$ cat src/rtl/muldiv_pkg.sv
// Shared encodings for the HI/LO multiply sequencer: op codes, FSM states,
// read-select codes and op classification helpers.
package muldiv_pkg;

  typedef enum logic [3:0] {
    OP_MTHI  = 4'd0,
    OP_MTLO  = 4'd1,
    OP_MULT  = 4'd2,
    OP_MULTU = 4'd3,
    OP_MADD  = 4'd4,
    OP_MADDU = 4'd5,
    OP_MSUB  = 4'd6,
    OP_MSUBU = 4'd7,
    OP_MUL   = 4'd8
  } muldiv_op_e;

  typedef enum logic [1:0] {
    ST_IDLE,
    ST_CALC,
    ST_FIN
  } state_e;

  localparam logic [1:0] RD_NONE = 2'b00;
  localparam logic [1:0] RD_HI   = 2'b01;
  localparam logic [1:0] RD_LO   = 2'b10;
  localparam logic [1:0] RD_MUL  = 2'b11;

  function automatic logic is_signed(input logic [3:0] op);
    return (op == OP_MULT) || (op == OP_MADD) || (op == OP_MSUB) || (op == OP_MUL);
  endfunction

  function automatic logic is_mul(input logic [3:0] op);
    return (op >= OP_MULT) && (op <= OP_MUL);
  endfunction

endpackage

$ cat src/rtl/muldiv_ctrl_if.sv
// Pipeline-facing bundle of the HI/LO unit: EX-stage op issue, MEM-stage
// reads and the status lines toward hazard logic.
interface muldiv_ctrl_if;
  logic        start;
  logic [3:0]  op;
  logic [31:0] rs_val;
  logic [31:0] rt_val;
  logic        flush;
  logic [1:0]  rd_sel;
  logic [31:0] rd_data;
  logic        ready;
  logic        busy;
  logic        stall;
  logic [31:0] hi;
  logic [31:0] lo;

  modport master (
    output start, op, rs_val, rt_val, flush, rd_sel,
    input  rd_data, ready, busy, stall, hi, lo
  );

  modport slave (
    input  start, op, rs_val, rt_val, flush, rd_sel,
    output rd_data, ready, busy, stall, hi, lo
  );
endinterface

$ cat src/rtl/mul_iter_core.sv
// Unsigned 32x32 shift-add multiplier retiring RADIX_BITS multiplier bits
// per step into a 64-bit accumulator; done flags the final step.
module mul_iter_core #(
  parameter int RADIX_BITS = 2
) (
  input  logic        clk,
  input  logic        rst,
  input  logic        load,
  input  logic        step,
  input  logic [31:0] a_mag,
  input  logic [31:0] b_mag,
  output logic [63:0] acc,
  output logic        done
);

  localparam int N  = 32 / RADIX_BITS;
  localparam int CW = (N > 1) ? $clog2(N) : 1;

  logic [CW-1:0] cnt;
  logic [63:0]   mcand;
  logic [31:0]   mplier;

  function automatic logic [63:0] partial(input logic [63:0] m,
                                          input logic [RADIX_BITS-1:0] d);
    logic [63:0] s;
    s = '0;
    for (int i = 0; i < RADIX_BITS; i++) begin
      if (d[i]) s = s + (m << i);
    end
    return s;
  endfunction

  always_ff @(posedge clk) begin
    if (rst) begin
      cnt <= '0;
    end else if (load) begin
      cnt <= CW'(N - 1);
    end else if (step && (cnt != '0)) begin
      cnt <= cnt - 1'b1;
    end
  end

  // Datapath carries no reset: it is always reloaded before use.
  always_ff @(posedge clk) begin
    if (load) begin
      mcand  <= {32'h0, a_mag};
      mplier <= b_mag;
      acc    <= '0;
    end else if (step) begin
      acc    <= acc + partial(mcand, mplier[RADIX_BITS-1:0]);
      mcand  <= mcand << RADIX_BITS;
      mplier <= mplier >> RADIX_BITS;
    end
  end

  assign done = (cnt == '0);

endmodule

$ cat src/rtl/muldiv_ctrl.sv
// HI/LO owner and multiply sequencer: IDLE/CALC/FIN control, sign fix-up of
// the magnitude product, accumulate/subtract into {HI,LO} and MUL result.
module muldiv_ctrl
  import muldiv_pkg::*;
#(
  parameter int          RADIX_BITS = 2,
  parameter logic [31:0] RESET_HILO = 32'h0
) (
  input logic         clk,
  input logic         rst,
  muldiv_ctrl_if.slave bus
);

  state_e             state;
  logic [31:0]        hi_r, lo_r, mul_res;
  logic               neg;
  logic [3:0]         op_q;
  logic               idle, accept, load_mul, step, calc_done;
  logic [31:0]        a_mag, b_mag;
  logic [63:0]        acc, hilo;
  logic signed [31:0] rs_s, rt_s;
  logic signed [63:0] prod;

  function automatic logic [31:0] mag(input logic signed [31:0] v, input logic sgn);
    return (sgn && (v < 0)) ? 32'(-v) : 32'(v);
  endfunction

  assign rs_s     = bus.rs_val;
  assign rt_s     = bus.rt_val;
  assign idle     = (state == ST_IDLE);
  assign accept   = bus.start && idle && !bus.flush;
  assign load_mul = accept && is_mul(bus.op);
  assign step     = (state == ST_CALC) && !bus.flush;
  assign a_mag    = mag(rs_s, is_signed(bus.op));
  assign b_mag    = mag(rt_s, is_signed(bus.op));

  mul_iter_core #(.RADIX_BITS(RADIX_BITS)) u_core (
    .clk   (clk),
    .rst   (rst),
    .load  (load_mul),
    .step  (step),
    .a_mag (a_mag),
    .b_mag (b_mag),
    .acc   (acc),
    .done  (calc_done)
  );

  assign prod = neg ? -$signed(acc) : $signed(acc);
  assign hilo = {hi_r, lo_r};

  always_ff @(posedge clk) begin
    if (rst) begin
      state   <= ST_IDLE;
      hi_r    <= RESET_HILO;
      lo_r    <= RESET_HILO;
      mul_res <= '0;
      neg     <= 1'b0;
      op_q    <= '0;
    end else begin
      case (state)
        ST_IDLE: begin
          if (accept) begin
            case (bus.op)
              OP_MTHI: hi_r <= bus.rs_val;
              OP_MTLO: lo_r <= bus.rs_val;
              OP_MULT, OP_MULTU, OP_MADD, OP_MADDU,
              OP_MSUB, OP_MSUBU, OP_MUL: begin
                state <= ST_CALC;
                neg   <= is_signed(bus.op) && (rs_s[31] ^ rt_s[31]);
                op_q  <= bus.op;
              end
              default: ;
            endcase
          end
        end
        ST_CALC: begin
          if (bus.flush)      state <= ST_IDLE;
          else if (calc_done) state <= ST_FIN;
        end
        ST_FIN: begin
          state <= ST_IDLE;
          // A squash in FIN drops the result entirely.
          if (!bus.flush) begin
            case (op_q)
              OP_MULT, OP_MULTU: {hi_r, lo_r} <= prod;
              OP_MADD, OP_MADDU: {hi_r, lo_r} <= hilo + prod;
              OP_MSUB, OP_MSUBU: {hi_r, lo_r} <= hilo - prod;
              OP_MUL:            mul_res <= prod[31:0];
              default: ;
            endcase
          end
        end
        default: state <= ST_IDLE;
      endcase
    end
  end

  always_comb begin
    bus.rd_data = '0;
    case (bus.rd_sel)
      RD_HI:   bus.rd_data = hi_r;
      RD_LO:   bus.rd_data = lo_r;
      RD_MUL:  bus.rd_data = mul_res;
      default: bus.rd_data = '0;
    endcase
  end

  assign bus.ready = idle;
  assign bus.busy  = !idle;
  assign bus.stall = (bus.start || (bus.rd_sel != RD_NONE)) && !idle;
  assign bus.hi    = hi_r;
  assign bus.lo    = lo_r;

endmodule
$ cat src/flat_wrapper.sv
// flat-port wrapper written by rule: the top's interface ports become plain ports
module muldiv_ctrl_flat import muldiv_pkg::*;
#(
  parameter int          RADIX_BITS = 2,
  parameter logic [31:0] RESET_HILO = 32'h0
)
  (clk, rst, bus_start, bus_op, bus_rs_val, bus_rt_val, bus_flush, bus_rd_sel, bus_rd_data, bus_ready, bus_busy, bus_stall, bus_hi, bus_lo);
  muldiv_ctrl_if bus_i ();
  input logic clk;
  input logic rst;
  input wire logic [$bits(bus_i.start)-1:0] bus_start;
  input wire logic [$bits(bus_i.op)-1:0] bus_op;
  input wire logic [$bits(bus_i.rs_val)-1:0] bus_rs_val;
  input wire logic [$bits(bus_i.rt_val)-1:0] bus_rt_val;
  input wire logic [$bits(bus_i.flush)-1:0] bus_flush;
  input wire logic [$bits(bus_i.rd_sel)-1:0] bus_rd_sel;
  output wire logic [$bits(bus_i.rd_data)-1:0] bus_rd_data;
  output wire logic [$bits(bus_i.ready)-1:0] bus_ready;
  output wire logic [$bits(bus_i.busy)-1:0] bus_busy;
  output wire logic [$bits(bus_i.stall)-1:0] bus_stall;
  output wire logic [$bits(bus_i.hi)-1:0] bus_hi;
  output wire logic [$bits(bus_i.lo)-1:0] bus_lo;
  assign bus_i.start = bus_start;
  assign bus_i.op = bus_op;
  assign bus_i.rs_val = bus_rs_val;
  assign bus_i.rt_val = bus_rt_val;
  assign bus_i.flush = bus_flush;
  assign bus_i.rd_sel = bus_rd_sel;
  assign bus_rd_data = bus_i.rd_data;
  assign bus_ready = bus_i.ready;
  assign bus_busy = bus_i.busy;
  assign bus_stall = bus_i.stall;
  assign bus_hi = bus_i.hi;
  assign bus_lo = bus_i.lo;
  muldiv_ctrl #(.RADIX_BITS(RADIX_BITS), .RESET_HILO(RESET_HILO)) u_core (.clk(clk), .rst(rst), .bus(bus_i));
endmodule
$ cat config.mk
export PLATFORM = sky130hd
export DESIGN_NAME = muldiv_ctrl_flat
export DESIGN_NICKNAME = d
export VERILOG_FILES = /design/src/rtl/muldiv_pkg.sv /design/src/rtl/muldiv_ctrl_if.sv /design/src/rtl/mul_iter_core.sv /design/src/rtl/muldiv_ctrl.sv /design/src/flat_wrapper.sv
export SDC_FILE = /design/constraint.sdc
export NUM_CORES = 1
export LEC_CHECK = 0
export CAP_MARGIN = 20
export CORE_MARGIN = 2
export CORE_UTILIZATION = 40
export DETAILED_ROUTE_END_ITERATION = 6
export MAX_ROUTING_LAYER = met4
export PLACE_DENSITY = 0.58
export RECOVER_POWER = 50
export REMOVE_ABC_BUFFERS = 1
export SYNTH_ARGS = -nofsm -noshare
export SYNTH_HDL_FRONTEND = slang
export SYNTH_SLANG_ARGS = --single-unit
$ cat constraint.sdc
create_clock -name clk -period 20.8 [get_ports clk]
set_clock_uncertainty 0.05 [all_clocks]
set_input_delay 2.08 -clock clk [delete_from_list [all_inputs] [get_ports clk]]
set_output_delay 2.08 -clock clk [all_outputs]
set_load 0.03 [all_outputs]
; Yosys cells after proc, flatten, opt, wreduce, memory -nomap -nowiden
; Index checks and enable logic that the tools add are counted.
[word_totals]
regBits = 267
latch_bits = 0
ramBits = 0
rom_bits = 0
input_bits = 74
out_inout_bits = 99
memories = 0
[op_classes]
addsub = 8
mul = 0
div_mod_pow = 0
magnitude_cmp = 4
eq_ne = 27
shift = 0
n_mux = 31
bitwise_logic = 2
n_reduce_logical = 33
[op_table]
columns = cell, n
row1 = $mux 64, 7
row2 = $mux 32, 12
row3 = $pmux 32 s3, 3
row4 = $add 64x64->64, 3
row5 = $pmux 32 s2, 2
row6 = $lt 32x1->1 const B, 2
row7 = $neg 32->32, 2
row8 = $neg 64->64, 1
row9 = $sub 64x64->64, 1
row10 = $eq 4x3->1 const B, 8
row11 = $eq 4x2->1 const B, 4
row12 = $logic_and 1x1->1, 10
row13 = $ne 2x2->1 const B, 5
row14 = $reduce_and 5->1, 2
row15 = $reduce_and 3->1, 3
row16 = $eq 4x4->1 const B, 2
row17 = $logic_not 4->1, 2
row18 = $mux 2, 4
row19 = $mux 4, 2
row20 = $reduce_bool 2->1, 4
row21 = $reduce_or 7->1, 1
row22 = $eq 2x2->1 const B, 3
row23 = $reduce_or 2->1, 3
row24 = $eq 2x1->1 const B, 2
row25 = 13 further kinds, 17

; Longest topological paths before layout
[depth]
depth_word = 10
mapped_depth = 35

; Modules after synthesis
; Synthesis repeated with hierarchy kept, for this count alone.
[unflattened]
hier_cells = 4155
area_unflattened_um2 = 30903.4
[by_module_without_submodules]
columns = mod, instances, cells_per_inst, area_each_um2
row1 = muldiv_ctrl, 1, 2334, 15944.0
row2 = mul_iter_core, 1, 1821, 14959.3

; Least setup slack after synthesis
; No wires, ideal clock.
[synth_path]
path_type = register to register
startpoint = reg u_core.u_core.mplier[0]
endpoint = reg u_core.u_core.acc[63]
setup_time_ps = 70
arrival_time_ps = 7158
required_ps = 20680
setup_slack_ps = 13521
path_stages_with_launch = 34
n_path_buf = 7
path_cell_list = edfxtp_1 > buf_2 > buf_2 > buf_2 > clkbuf_1 > clkbuf_1 > clkbuf_1 > clkbuf_1 > and2_1 > ha_1 > a21oi_1 > o221ai_1 > a31oi_1 > o311ai_1 > a2111oi_0 > o21a_1 > o31a_1 > o31ai_2 > a41oi_1 > xnor2_1 > mux2_2 > ha_1 > a21o_1 > a21o_1 > a21oi_1 > nor2_1 > o21a_1 > o21ai_0 > nand2b_1 > a2111oi_0 > a21oi_1 > xor3_1 > or3_1 > a21oi_1
[synth_between]
elab_chain_len = 8
[synth_rtl]
columns = element, line
row1 = "start, declared", mul_iter_core.sv:21  ; logic [31:0] mplier;
row2 = "start signal, assigned", mul_iter_core.sv:47  ; mplier <= b_mag;
row3 = "start signal, assigned", mul_iter_core.sv:52  ; mplier <= mplier >> RADIX_BITS;
row4 = $mux 64 *, mul_iter_core.sv:28  ; if (d[i]) s = s + (m << i);
row5 = $mux 64 *, mul_iter_core.sv:49  ; end else if (step) begin
row6 = $mux 64 *, mul_iter_core.sv:45  ; if (load) begin
row7 = $add 64x64->64, mul_iter_core.sv:28
row8 = $mux 64 *, mul_iter_core.sv:28
row9 = $mux 64 *, mul_iter_core.sv:49
row10 = $mux 64 *, mul_iter_core.sv:45
row11 = $add 64x64->64 *, mul_iter_core.sv:50  ; acc <= acc + partial(mcand, mplier[RADIX_BITS-1:0]);
row12 = "end signal, assigned", mul_iter_core.sv:50
row13 = "end, declared", mul_iter_core.sv:12  ; output logic [63:0] acc,
; Mark *: on every way between the ends. The rest lies on a longest branch, timed or not. The select of a mux whose other input is x is not followed.
; A chain may end at the register's enable or synchronous reset.

; Worst setup path in the final report
[layout_path]
startpoint = reg u_core.u_core.mplier[0]
endpoint = reg u_core.u_core.acc[60]
; The elaborated chain is that of the path after synthesis.

==> summary.md <==
| Metric | Value |
|---|---|
| RSZ-0062 raised after global routing | no |
| Crit path kind | reg2reg |
| Crit path cell chain | buf_4, buf_4, and3_1, a211oi_1, a31oi_1, o311ai_1, a2111oi_0, o21a_1, o31a_1, o21ai_0, xor2_1, mux2_2, ha_1, nand2_1, nor3_1, and3_1, o21ai_0, a2111oi_0, nor2_1, a21oi_1, a2111oi_0, o31ai_1, mux2i_1, o21ai_0 |
| Hold WC Path Type | reg2reg |
| Number of global-route vias before repair | 29800 |
| # clock sinks | 267 |
| Final nets | roughly 4600 |
| Switching Share | 41.5% |
| Worst r2r dst | u_core.u_core.acc[60]$_SDFFE_PP0P_ |
| TritonRoute pass-1 iters | 6 |
| Drt initial violations | 2979 |
| Die H | 281 um |
| Top_reg_cell synth | dfxtp_1 |
| Status | finished, violations left |
| Share of layout cells above drive strength 1 | under 10% |
| Slowest cell on crit path | a2111oi_0 |
| FMAX | 0.135 GHz |
| Initial antenna violation count | 4 |
| Initial Utilization | about two fifths |
| Critical path peak fanout | 99 |
| Post-CTS Setup Repair Bufs | 0 |
| Cell internal pwr | 1.21 mW |
| R2R Setup Slk | between 10000 and 15000 ps |
| H-tree lvl count | 2 |
| Synth top area share | a little over an eighth |
| Clock-pin slew on the worst setup and hold paths | 60 ps |
| Clock tree buffer depth | 3 |
| Final Cycle Share | between 30 and 40% |
| Leak | 14.0 nW |
| Failing checks | capacitance limit, slew limit |
| Hold_buf cts | 0 |
| Mapped Avg Cell Area | ~7 um2 |
| Vias post-DR | 31900 |
| Vias per inst | 6.00 |
| Post-Syn Instances | 4285 |
| Post-Place Worst Slack | between 10000 and 15000 ps |
| Hold endpoint | u_core.mul_res[0]$_SDFFE_PP0P_ |
| Final Routed Wirelength | approximately 120000 um |
| Total Power | 2.06 mW |
| Worst IR Drop VDD | between 0.04 and 0.05 mV |
| EDFF count, synth | 64 |
| Detail Placement HPWL | 92900 um |
| Total CTS buffers | 38 |
| Residual DRC | 0 |
| FFs w/ async S/R, synth | 0% |
| Final Worst Setup Slack | 13380 ps |
| Post-layout utilization of the core | between 40% and 50% |
| Hold depth | 2 |
| First-pass GRT wire length | around 180000 um |
| Critical Path RT | 21150 ps |
| Clock network fraction of total power | a little under a third |
| Die area | 79200 um2 |
| Synth cell types | 97 |
| Grt total ovfl | 0 |
| Crit path launch type | flop |
| MaxCap Viol Count | 8 |
| Post-route ant nets | 0 |
| Area contributors post-synth | dfxtp_1, ha_1, a21oi_1, nand2_1, edfxtp_1 |
| Die Width | 281 um |
| PortBufs | 172 |
| Row Count | around 100 |
| Setup-failing EPs final | 0 |
| Critical Path AT | a little under 8000 ps |
| Top Ports | about 170 |
| Commonest non-fill, non-tap cell in the layout | nand2_1 |
| Worst Setup End Kind | flop |
| Hold Startpoint | u_core.mul_res[0]$_SDFFE_PP0P_ |
| Wirelength per Cell | 22.5 um |
| Buf/Inv on CP | 2 |
| Max-slew violations | 457 |
| Endpoints failing hold | 0 |
| Cell taking the most area after synthesis | dfxtp_1 |
| Comb power frac | 38.5% |
| Most frequent cells in the layout | nand2_1, a21oi_1, nor2_1 |
| Sequential power share | 29.9% |
| Metal-1 WL | 55800 um |
| Total negative slack | 0 ps |
| Reg2Reg Depth | 24 |
| Sw Pwr | 857 uW |
| WL met3 | 7740 um |
| Post-synthesis register bit count | 267 |
| Met2 WL | approximately 50000 um |
| CP peak stage delay | 820 ps |
| Total GRT Usage | 30.5% |
| Post-layout min period | about 7400 ps |
| Yosys warns | 0 |
| Worst Max-Slew Pin Slew | 3570 ps |
| Final-layout fill cell count | 7918 |
| Mapped Area | 30800 um2 |
| Power Dens Cells | 60.3 nW/um2 |
| Uppermost layer routed | met4 |
| R2R Path Start | u_core.u_core.mplier[0]$_DFFE_PP_ |
| Core Region | ~76000 um2 |
| Post-cts sizing count | 0 |
| Area Growth Syn to Fin | 11.1% |
| CTS tree | built |
| Clk Latency, worst-skew pair | 590 ps |
| Register area share after synthesis | 19.4% |
| Pin count of the biggest net entering global routing | 100 |
| CP top delay family | compound AO/OA/AOI/OAI gates |
| Clk Tree Root Cell | clkbuf_16 |
| Final GP Congestion | 1.03 |
| Worst rel slew slack | -138% |
==> how the worst max path moves through the flow <==
stage                                                 start                                    to  slack (ps)  cells past startpoint
after detailed placement  u_core.u_core.mplier[0]$_DFFE_PP_    u_core.u_core.acc[63]$_SDFFE_PP0P_       13430                     26
after floorplan                                   bus_flush  u_core.u_core.mcand[0]$_SDFFCE_PN0P_       11010                      3
after global placement    u_core.u_core.mplier[0]$_DFFE_PP_    u_core.u_core.acc[63]$_SDFFE_PP0P_       13490                     26
final                     u_core.u_core.mplier[0]$_DFFE_PP_    u_core.u_core.acc[60]$_SDFFE_PP0P_       13380                     24
after CTS                 u_core.u_core.mplier[0]$_DFFE_PP_    u_core.u_core.acc[60]$_SDFFE_PP0P_       13380                     24
after global routing      u_core.u_core.mplier[0]$_DFFE_PP_    u_core.u_core.acc[60]$_SDFFE_PP0P_       12620                     24
==> metrics by stage <==
step	hold slack (ps)	area, um2	std cells
2_1_floorplan	372	29700	4001
3_3_place_gp	389	33000	5240
4_1_cts	401	34200	5311
6_report	402	34200	5315
5_1_grt	410	34200	5314
3_5_place_dp	394	33000	5241
==> cells in the mapped netlist (38+ instances only) <==
cell / n
mux2_2: 60
nand3_1: 63
and2_1: 53
xnor2_1: 182
nand4_1: 43
inv_1: 194
a21oi_1: 440
o31ai_1: 64
nor3_1: 86
o21bai_1: 60
edfxtp_1: 64
xor2_1: 138
nand2_1: 538
clkbuf_1: 254
nor2_1: 371
a31oi_1: 49
ha_1: 242
a22o_1: 38
a21o_1: 104
a211oi_1: 96
dfxtp_1: 203
nor2b_1: 54
o21ai_0: 287
o211ai_1: 47
==> worst min-delay path: stages, from the launching register on <==
cell and delay, ps:
dfxtp_1 310, nand2_1 50, a21oi_1 50
==> power by group through the flow <==
stage	sequential (mW)	combinational, mW	clock, mW
floorplan	0.615	0.524	0
finish	0.617	0.793	0.651
global placement	0.626	0.777	0
CTS	0.615	0.776	0.662
global route	0.622	0.862	0.680
detailed placement	0.627	0.773	0
==> routing by layer <==
| layer | GRT usage [%] | vias up |
|---|---|---|
| met3 | 3.69 | 205 |
| met4 | 10.8 | 0 |
| li1 | - | 15500 |
| met5 | - | - |
| met1 | 41.9 | 15100 |
| met2 | 45.9 | 1069 |
==> cell families (layout without fill, tap and decap cells) <==
family	Yosys count	count (layout)	share of synthesized area, %
flip-flops	267	267	19.4
XOR/XNOR	322	322	9.23
buffers and inverters	480	476	5.94
other	0	4	0
AO/OA/AOI/OAI	1448	1448	30.4
multiplexers	83	83	2.94
adder cells (fa/ha/maj)	247	247	10.1
AND/OR/NAND/NOR	1438	1438	21.9
==> registers in the layout, summed over array words and instances, names as in the netlist <==
| register | cells |
|---|---|
| u_core.u_core.acc | 64 |
| u_core.state | 2 |
| u_core.neg | 1 |
| u_core.u_core.mcand | 64 |
| u_core.mul_res | 32 |
| u_core.op_q | 4 |
| u_core.bus.hi | 32 |
| u_core.u_core.cnt | 4 |
| u_core.bus.lo | 32 |
| u_core.u_core.mplier | 32 |
==> final cells by class <==
type                       instances  area, um2  share of cell area (%)
inverter                         196        736                    2.15
multi-input combinational       3538      23000                    67.2
clock buffer                      45       1030                    3.01
clock inverter                    25        186                   0.545
sequential                       267       5990                    17.5
tap                             1030       1290                    3.77
timing repair buffer             210       1960                    5.74
antenna                            4       10.0                  0.0293
Note: power is estimated with default switching activity, not from simulation.
